### src/rtl/apb_uart_requester_if.sv
// Bundles the request, response and APB requester signals of apb_uart_requester.
// Signal suffixes are from the requester's point of view.
interface apb_uart_requester_if #(
   parameter int AddrWidth = 32,
   parameter int DataWidth = 32
);
   logic                 req_valid_i;
   logic                 req_ready_o;
   logic                 req_write_i;
   logic [AddrWidth-1:0] req_addr_i;
   logic [DataWidth-1:0] req_wdata_i;

   logic                 rsp_valid_o;
   logic                 rsp_ready_i;
   logic [DataWidth-1:0] rsp_rdata_o;
   logic                 rsp_err_o;
   logic                 rsp_timeout_o;

   logic                 psel_o;
   logic                 penable_o;
   logic                 pwrite_o;
   logic [AddrWidth-1:0] paddr_o;
   logic [DataWidth-1:0] pwdata_o;
   logic [DataWidth-1:0] prdata_i;
   logic                 pready_i;
   logic                 pslverr_i;

   modport master (
      input  req_valid_i, req_write_i, req_addr_i, req_wdata_i,
      output req_ready_o,
      output rsp_valid_o, rsp_rdata_o, rsp_err_o, rsp_timeout_o,
      input  rsp_ready_i,
      output psel_o, penable_o, pwrite_o, paddr_o, pwdata_o,
      input  prdata_i, pready_i, pslverr_i
   );

   modport slave (
      output req_valid_i, req_write_i, req_addr_i, req_wdata_i,
      input  req_ready_o,
      input  rsp_valid_o, rsp_rdata_o, rsp_err_o, rsp_timeout_o,
      output rsp_ready_i,
      input  psel_o, penable_o, pwrite_o, paddr_o, pwdata_o,
      output prdata_i, pready_i, pslverr_i
   );
endinterface

### src/rtl/apb_uart_requester.sv
// Single-outstanding APB requester: takes one request, runs SETUP/ACCESS with a
// bounded wait on pready, and holds the response until it is accepted.
module apb_uart_requester #(
   parameter int AddrWidth     = 32,
   parameter int DataWidth     = 32,
   parameter int TimeoutCycles = 16
) (
   input logic                  clk_i,
   input logic                  rst_i,
   apb_uart_requester_if.master bus
);

   localparam int WaitWidth = $clog2(TimeoutCycles);

   typedef enum logic [1:0] {IDLE, SETUP, ACCESS, RESP} state_e;

   state_e               state_q;
   logic [WaitWidth-1:0] wait_q;
   logic                 req_ready_q;
   logic                 psel_q;
   logic                 penable_q;
   logic                 pwrite_q;
   logic [AddrWidth-1:0] paddr_q;
   logic [DataWidth-1:0] pwdata_q;
   logic                 rsp_valid_q;
   logic [DataWidth-1:0] rsp_rdata_q;
   logic                 rsp_err_q;
   logic                 rsp_timeout_q;

   // NOTE: every output is a flop updated with <= in this one block, so no
   // input can reach an output combinationally and the registers update together.
   always_ff @(posedge clk_i) begin
      if (rst_i) begin
         state_q       <= IDLE;
         wait_q        <= '0;
         req_ready_q   <= 1'b1;
         psel_q        <= 1'b0;
         penable_q     <= 1'b0;
         pwrite_q      <= 1'b0;
         paddr_q       <= '0;
         pwdata_q      <= '0;
         rsp_valid_q   <= 1'b0;
         rsp_rdata_q   <= '0;
         rsp_err_q     <= 1'b0;
         rsp_timeout_q <= 1'b0;
      end else begin
         unique case (state_q)
            IDLE: begin
               if (bus.req_valid_i) begin
                  pwrite_q    <= bus.req_write_i;
                  paddr_q     <= bus.req_addr_i;
                  pwdata_q    <= bus.req_write_i ? bus.req_wdata_i : '0;
                  psel_q      <= 1'b1;
                  penable_q   <= 1'b0;
                  req_ready_q <= 1'b0;
                  state_q     <= SETUP;
               end
            end
            SETUP: begin
               penable_q <= 1'b1;
               wait_q    <= '0;
               state_q   <= ACCESS;
            end
            ACCESS: begin
               // A ready completer wins over a timeout landing on the same cycle.
               if (bus.pready_i) begin
                  psel_q        <= 1'b0;
                  penable_q     <= 1'b0;
                  rsp_valid_q   <= 1'b1;
                  rsp_rdata_q   <= pwrite_q ? '0 : bus.prdata_i;
                  rsp_err_q     <= bus.pslverr_i;
                  rsp_timeout_q <= 1'b0;
                  state_q       <= RESP;
               end else if (wait_q == WaitWidth'(TimeoutCycles - 1)) begin
                  psel_q        <= 1'b0;
                  penable_q     <= 1'b0;
                  rsp_valid_q   <= 1'b1;
                  rsp_rdata_q   <= '0;
                  rsp_err_q     <= 1'b1;
                  rsp_timeout_q <= 1'b1;
                  state_q       <= RESP;
               end else begin
                  wait_q <= wait_q + 1'b1;
               end
            end
            RESP: begin
               if (bus.rsp_ready_i) begin
                  rsp_valid_q <= 1'b0;
                  req_ready_q <= 1'b1;
                  state_q     <= IDLE;
               end
            end
            default: state_q <= IDLE;
         endcase
      end
   end

   assign bus.req_ready_o   = req_ready_q;
   assign bus.psel_o        = psel_q;
   assign bus.penable_o     = penable_q;
   assign bus.pwrite_o      = pwrite_q;
   assign bus.paddr_o       = paddr_q;
   assign bus.pwdata_o      = pwdata_q;
   assign bus.rsp_valid_o   = rsp_valid_q;
   assign bus.rsp_rdata_o   = rsp_rdata_q;
   assign bus.rsp_err_o     = rsp_err_q;
   assign bus.rsp_timeout_o = rsp_timeout_q;

endmodule

### src/flat_wrapper.sv
// flat-port wrapper written by rule: the top's interface ports become plain ports
module apb_uart_requester_flat 
#(
   parameter int AddrWidth     = 32,
   parameter int DataWidth     = 32,
   parameter int TimeoutCycles = 16
)
  (clk_i, rst_i, bus_req_valid_i, bus_req_write_i, bus_req_addr_i, bus_req_wdata_i, bus_req_ready_o, bus_rsp_valid_o, bus_rsp_rdata_o, bus_rsp_err_o, bus_rsp_timeout_o, bus_rsp_ready_i, bus_psel_o, bus_penable_o, bus_pwrite_o, bus_paddr_o, bus_pwdata_o, bus_prdata_i, bus_pready_i, bus_pslverr_i);
  apb_uart_requester_if #(.AddrWidth(AddrWidth), .DataWidth(DataWidth)) bus_i ();
  input logic clk_i;
  input logic rst_i;
  input wire logic [$bits(bus_i.req_valid_i)-1:0] bus_req_valid_i;
  input wire logic [$bits(bus_i.req_write_i)-1:0] bus_req_write_i;
  input wire logic [$bits(bus_i.req_addr_i)-1:0] bus_req_addr_i;
  input wire logic [$bits(bus_i.req_wdata_i)-1:0] bus_req_wdata_i;
  output wire logic [$bits(bus_i.req_ready_o)-1:0] bus_req_ready_o;
  output wire logic [$bits(bus_i.rsp_valid_o)-1:0] bus_rsp_valid_o;
  output wire logic [$bits(bus_i.rsp_rdata_o)-1:0] bus_rsp_rdata_o;
  output wire logic [$bits(bus_i.rsp_err_o)-1:0] bus_rsp_err_o;
  output wire logic [$bits(bus_i.rsp_timeout_o)-1:0] bus_rsp_timeout_o;
  input wire logic [$bits(bus_i.rsp_ready_i)-1:0] bus_rsp_ready_i;
  output wire logic [$bits(bus_i.psel_o)-1:0] bus_psel_o;
  output wire logic [$bits(bus_i.penable_o)-1:0] bus_penable_o;
  output wire logic [$bits(bus_i.pwrite_o)-1:0] bus_pwrite_o;
  output wire logic [$bits(bus_i.paddr_o)-1:0] bus_paddr_o;
  output wire logic [$bits(bus_i.pwdata_o)-1:0] bus_pwdata_o;
  input wire logic [$bits(bus_i.prdata_i)-1:0] bus_prdata_i;
  input wire logic [$bits(bus_i.pready_i)-1:0] bus_pready_i;
  input wire logic [$bits(bus_i.pslverr_i)-1:0] bus_pslverr_i;
  assign bus_i.req_valid_i = bus_req_valid_i;
  assign bus_i.req_write_i = bus_req_write_i;
  assign bus_i.req_addr_i = bus_req_addr_i;
  assign bus_i.req_wdata_i = bus_req_wdata_i;
  assign bus_req_ready_o = bus_i.req_ready_o;
  assign bus_rsp_valid_o = bus_i.rsp_valid_o;
  assign bus_rsp_rdata_o = bus_i.rsp_rdata_o;
  assign bus_rsp_err_o = bus_i.rsp_err_o;
  assign bus_rsp_timeout_o = bus_i.rsp_timeout_o;
  assign bus_i.rsp_ready_i = bus_rsp_ready_i;
  assign bus_psel_o = bus_i.psel_o;
  assign bus_penable_o = bus_i.penable_o;
  assign bus_pwrite_o = bus_i.pwrite_o;
  assign bus_paddr_o = bus_i.paddr_o;
  assign bus_pwdata_o = bus_i.pwdata_o;
  assign bus_i.prdata_i = bus_prdata_i;
  assign bus_i.pready_i = bus_pready_i;
  assign bus_i.pslverr_i = bus_pslverr_i;
  apb_uart_requester #(.AddrWidth(AddrWidth), .DataWidth(DataWidth), .TimeoutCycles(TimeoutCycles)) u_core (.clk_i(clk_i), .rst_i(rst_i), .bus(bus_i));
endmodule
### config.mk
export PLATFORM = sky130hd
export DESIGN_NAME = apb_uart_requester_flat
export DESIGN_NICKNAME = d
export VERILOG_FILES = /design/src/rtl/apb_uart_requester_if.sv /design/src/rtl/apb_uart_requester.sv /design/src/flat_wrapper.sv
export SDC_FILE = /design/constraint.sdc
export NUM_CORES = 1
export LEC_CHECK = 0
export BUFFER_PORTS_ARGS = -buffer_cell sky130_fd_sc_hd__buf_2
export CORE_MARGIN = 4
export CORE_UTILIZATION = 49
export DETAILED_ROUTE_END_ITERATION = 8
export GPL_TIMING_DRIVEN = 0
export MAX_ROUTING_LAYER = met4
export PLACE_DENSITY = 0.9
export SETUP_SLACK_MARGIN = 0.05
export SLEW_MARGIN = 20
export SYNTH_ARGS = -nofsm -noshare
export SYNTH_HDL_FRONTEND = slang
export SYNTH_SLANG_ARGS = --single-unit
### constraint.sdc
create_clock -name clk_i -period 2.66 [get_ports clk_i]
set_input_delay 0 -clock clk_i [delete_from_list [all_inputs] [get_ports clk_i]]
set_output_delay 0 -clock clk_i [all_outputs]
set_load 0.03 [all_outputs]
# Word level (Yosys, flattened, before mapping)
# Index checks and enable logic that the tools add are counted.
[word_totals] out_inout_bits=103 inputBits=103 reg_bits=109
[op_classes] mux=26 n_addsub=1 n_reduce_logical=15 eq_ne=9
[ops] op="2-to-1 mux 32 bit" n=4
[ops] op="AND reduction 3 bit" n=6
[ops] op="2-to-1 mux 1 bit" n=10
[ops] op="nonzero test 2 bit" n=5
[ops] op="2-to-1 mux 2 bit" n=4
[ops] op="2-to-1 mux 4 bit" n=2
[ops] op="!= test 2 bit (second input constant)" n=4
[ops] op="one-hot mux 2 bit (4 select lines)" n=1
[ops] op="one-hot mux 4 bit (2 select lines)" n=1
[ops] op="one-hot mux 1 bit (2 select lines)" n=3
[ops] op="adder 4 x 1 -> 4 bit (second input constant)" n=1
[ops] op="== test 2 bit (second input constant)" n=2
[ops] op="== test 4 bit (second input constant)" n=1
[ops] op="AND reduction 2 bit" n=2
[ops] op="!= test 3 x 2 -> 1 bit (second input constant)" n=1
[ops] op="one-hot mux 1 bit (3 select lines)" n=1
[ops] op="nonzero test 3 bit" n=1
[ops] op="== test 2 x 1 -> 1 bit (second input constant)" n=1
[ops] op="zero test 2 bit" n=1

# Longest topological paths before layout
[logic_depth] word_depth=4 mapped_depth=7 mapped_depth_nobuf=5

# Worst setup path before layout
# No wires, ideal clock.
[synth_timing] path_type="register to register" start="reg u_core.state_q[0]" end="reg u_core.wait_q[2]" path_buffers=1 t_arrival_ns=1.691 required_time_ns=2.559 stages_incl_launch_ff=7 slack_ns=0.868 period_less_slack_ns=1.792 path_cell_list="dfxtp_1 inv_1 ha_1 buf_6 and4_4 or4b_4 o41ai_1"
[synth_via] elab_chain_cells=3 word_cells_on_any_way=7 cone_classes="4 x eq/ne; 1 x mux; 2 x reduce/logical"
[synth_lines] element="from (decl)" line="apb_uart_requester.sv:17" source="state_e state_q;"
[synth_lines] element="from (signal assigned)" line="apb_uart_requester.sv:34" source="state_q <= IDLE;"
[synth_lines] element="from (signal assigned)" line="apb_uart_requester.sv:56" source="state_q <= SETUP;"
[synth_lines] element="from (signal assigned)" line="apb_uart_requester.sv:62" source="state_q <= ACCESS;"
[synth_lines] element="== test 2 bit or == test 2 x 1 -> 1 bit (tied branches)" line="apb_uart_requester.sv:47" source="unique case (state_q)"
[synth_lines] element="!= test 2 bit (no source line) or nonzero test 2 bit (tied branches)"
[synth_lines] element="AND reduction 3 bit (no source line)"
[synth_lines] element="to (signal assigned)" line="apb_uart_requester.sv:83" source="wait_q <= wait_q + 1'b1;"
[synth_lines] element="to (decl)" line="apb_uart_requester.sv:18" source="logic [WaitWidth-1:0] wait_q;"
# Several ways; a longest one is shown, not always the timed one.
# A chain may end at the register's enable or synchronous reset.

# Final worst setup path
[layout_timing] start="reg u_core.state_q[0]" end="reg u_core.pwdata_q[28], in the netlist u_core.bus.pwdata_o[28]"
[layout_via] elab_chain_cells=2
[layout_lines] element="zero test 2 bit" line="apb_uart_requester.sv:47"
[layout_lines] element="AND reduction 2 bit (no source line)"
[layout_lines] element="to (signal assigned)" line="apb_uart_requester.sv:52" source="pwdata_q <= bus.req_write_i ? bus.req_wdata_i : '0;"
[layout_lines] element="to (decl)" line="apb_uart_requester.sv:24" source="logic [DataWidth-1:0] pwdata_q;"
# No other way between the ends.

==> out/qor.csv <==
metric;value;unit
cp_cell_sequence;inv_1 > ha_1 > and2_1 > clkbuf_1 > nand3_1 > dlygate4sd3_1 > a21oi_1;
peakVddDrop;466;uV
grt_usage;0.379;
synth.distinct_cells;35;
p_per_area;772;mW/mm^2
grt_max_degree;19;
clkTransAtPathRegs;0.10;ns
coreArea;0.00826;mm^2
async_reset_ff_frac;0;
fin_hold_ws;0.0288;ns
cp.arrival;2.65;ns
syn-cell-area;0.00418;mm^2
synth_edf_count;0;
period_needed;2.36;ns
drtIter0Drc;388;
nets;937;
crit_path_start_kind;register;
cap_violations;0;
grt_pass1_wl;29200;um
synthFlopType;dfxtp_1;
status;finished clean;
holdPathStages;3;
dpl_cell_area;0.00533;mm^2
stdcell_area;0.00654;mm^2
cp_slowest_cell;dlygate4sd3_1;
clock_path_buffers;2;
die_y;100;um
synth-seq-cells;109;
fin_skew;0.0193;ns
vias_per_cell;5.79;
clock_sinks;109;
cts_root_buffer;clkbuf_8;
critical_path.max_fanout;10;
postLayoutCoreUtil;0.792;
initial_core_util;0.506;
setup_viol;0;
rsz0062_at_grt;false;
worstHoldPathType;primary input to register;
total_power;5.05;mW
slew_headroom;0.541;
worst_path_largest_cell_delay;0.59;ns
total_leakage_power;2.90;nW
cts_tree;built;
required;2.95;ns
netlist_instances;511;
drc;0;
gp_congestion;0.897;
critical_path_class;register to register;
postCtsSetupBuffers;0;
area_delta_synth_final;56.7;%
worstMarginPinSlew;0.687;ns
io_pins;206;
grt_pass1_vias;5679;
fin_crit_sh;0.887;
die_x;100;um
first_pass_iters;6;
worstRegToRegCells;7;
fmaxAchievable;424;MHz
finalNonFillerCells;939;
syn_nets;621;
synth.avg_cell_area;8.17;um^2
std_cell_rows;33;
postRouteAntennaNets;0;
tns;0;ns
die-area;0.0101;mm^2
num_vias;5437;
grt_overflow_total;0;
cts_max_level;3;
finalMaxSlewViolations;0;
drt-total-wl;18400;um
pre_cts_slack;0.511;ns
worst_slack;0.301;ns
dp_cells;820;
hold_violations;0;
drive_gt1_frac;0.276;
seq_area_frac_synth;0.522;
yosys_warnings;0;
cts_resized;0;
hpwl;9980;um
port_buffers;204;
numCtsBuffers;9;
post_drt_wl_per_cell;19.6;um
clock_latency;0.37;ns
end_kind;register;
antenna_found_initial;2;
-- critical path: cells and delay by family (launching register included) --
family | cells | cell delay [ns]
buffers and inverters | 3 | 1.16
adders and majority gates | 1 | 0.27
AOI/OAI and AO/OA | 1 | 0.16
and+or+nand+nor | 2 | 0.33
DFF | 1 | 0.37
-- cells in the mapped netlist, types with 5 or more instances --
master / number / area (um^2)
a21oi_1: 70 / 350
o21ai_0: 33 / 165
buf_1: 6 / 22.5
clkbuf_1: 34 / 128
nand2_1: 137 / 514
nand4_1: 32 / 200
inv_1: 6 / 22.5
nand3_1: 34 / 170
ha_1: 7 / 87.6
mux2i_1: 5 / 50.1
dfxtp_1: 109 / 2180
-- kinds of logic (layout without fill, tap and decap cells) --
logic type / Yosys count / after routing / share of synthesized area
and+or+nand+nor: 219 / 219 / 0.238
other: 0 / 2 / 0
adders and majority gates: 7 / 7 / 0.0210
DFF: 109 / 109 / 0.522
AOI/OAI and AO/OA: 120 / 120 / 0.158
buffers and inverters: 51 / 372 / 0.0488
muxes: 5 / 5 / 0.0120
-- sequential cells by signal, indices dropped and copies added (netlist names), 2 cells and up --
signal / cells
u_core.bus.paddr_o: 32
u_core.bus.pwdata_o: 32
u_core.bus.rsp_rdata_o: 32
u_core.wait_q: 4
u_core.state_q: 2
-- routing by layer --
layer | vias to the layer above | track usage | wire length, um
met2 | 420 | 0.633 | 9030
li1 | 2389 | - | -
met4 | 0 | 0.233 | 1140
met5 | - | - | 0
met3 | 120 | 0.124 | 1990
met1 | 2508 | 0.383 | 6280
-- what timing repair did --
item | 4_1_cts | 5_1_grt
hold buffers | 102 | 0
endpoints found under the hold margin | 99 | 0
endpoints found under the setup margin | 0 | 1
-- power breakdown --
part	switching, mW	internal (mW)
Sequential	0.162	1.86
Clock	0.586	0.405
Combinational	1.41	0.628
-- cell usage in the layout (no fill, tap or decap), drive strengths merged, types with 5 or more instances in the layout --
cell type      n
ha             7
dlygate4sd3  102
a21oi         70
buf          215
nand4         32
inv            9
o21ai         33
mux2i          5
dfxtp        109
clkbuf        44
nand3         34
nand2        137
-- layout make-up --
type | instances | area [um^2]
Fill cell | 488 | 1710
Antenna cell | 2 | 5.00
Clock inverter | 5 | 41.3
Clock buffer | 11 | 151
Sequential cell | 109 | 2180
Buffer | 44 | 178
Multi-Input combinational cell | 351 | 1790
Inverter | 6 | 22.5
Tap cell | 105 | 131
Timing Repair Buffer | 306 | 2040
-- worst paths after layout --
kind                                             start                                   end  slack, ns
setup / recovery        u_core.state_q[0]$_SDFFE_PP0P_  u_core.bus.pwdata_o[28]$_SDFFE_PP0P_       0.30
setup reg to reg        u_core.state_q[0]$_SDFFE_PP0P_  u_core.bus.pwdata_o[28]$_SDFFE_PP0P_       0.30
hold reg to reg   u_core.bus.pwdata_o[15]$_SDFFE_PP0P_  u_core.bus.pwdata_o[15]$_SDFFE_PP0P_       0.46
hold / removal                            bus_pready_i     u_core.bus.rsp_err_o$_SDFFE_PP0P_       0.03
No activity file was read; power rests on OpenSTA's default activity.
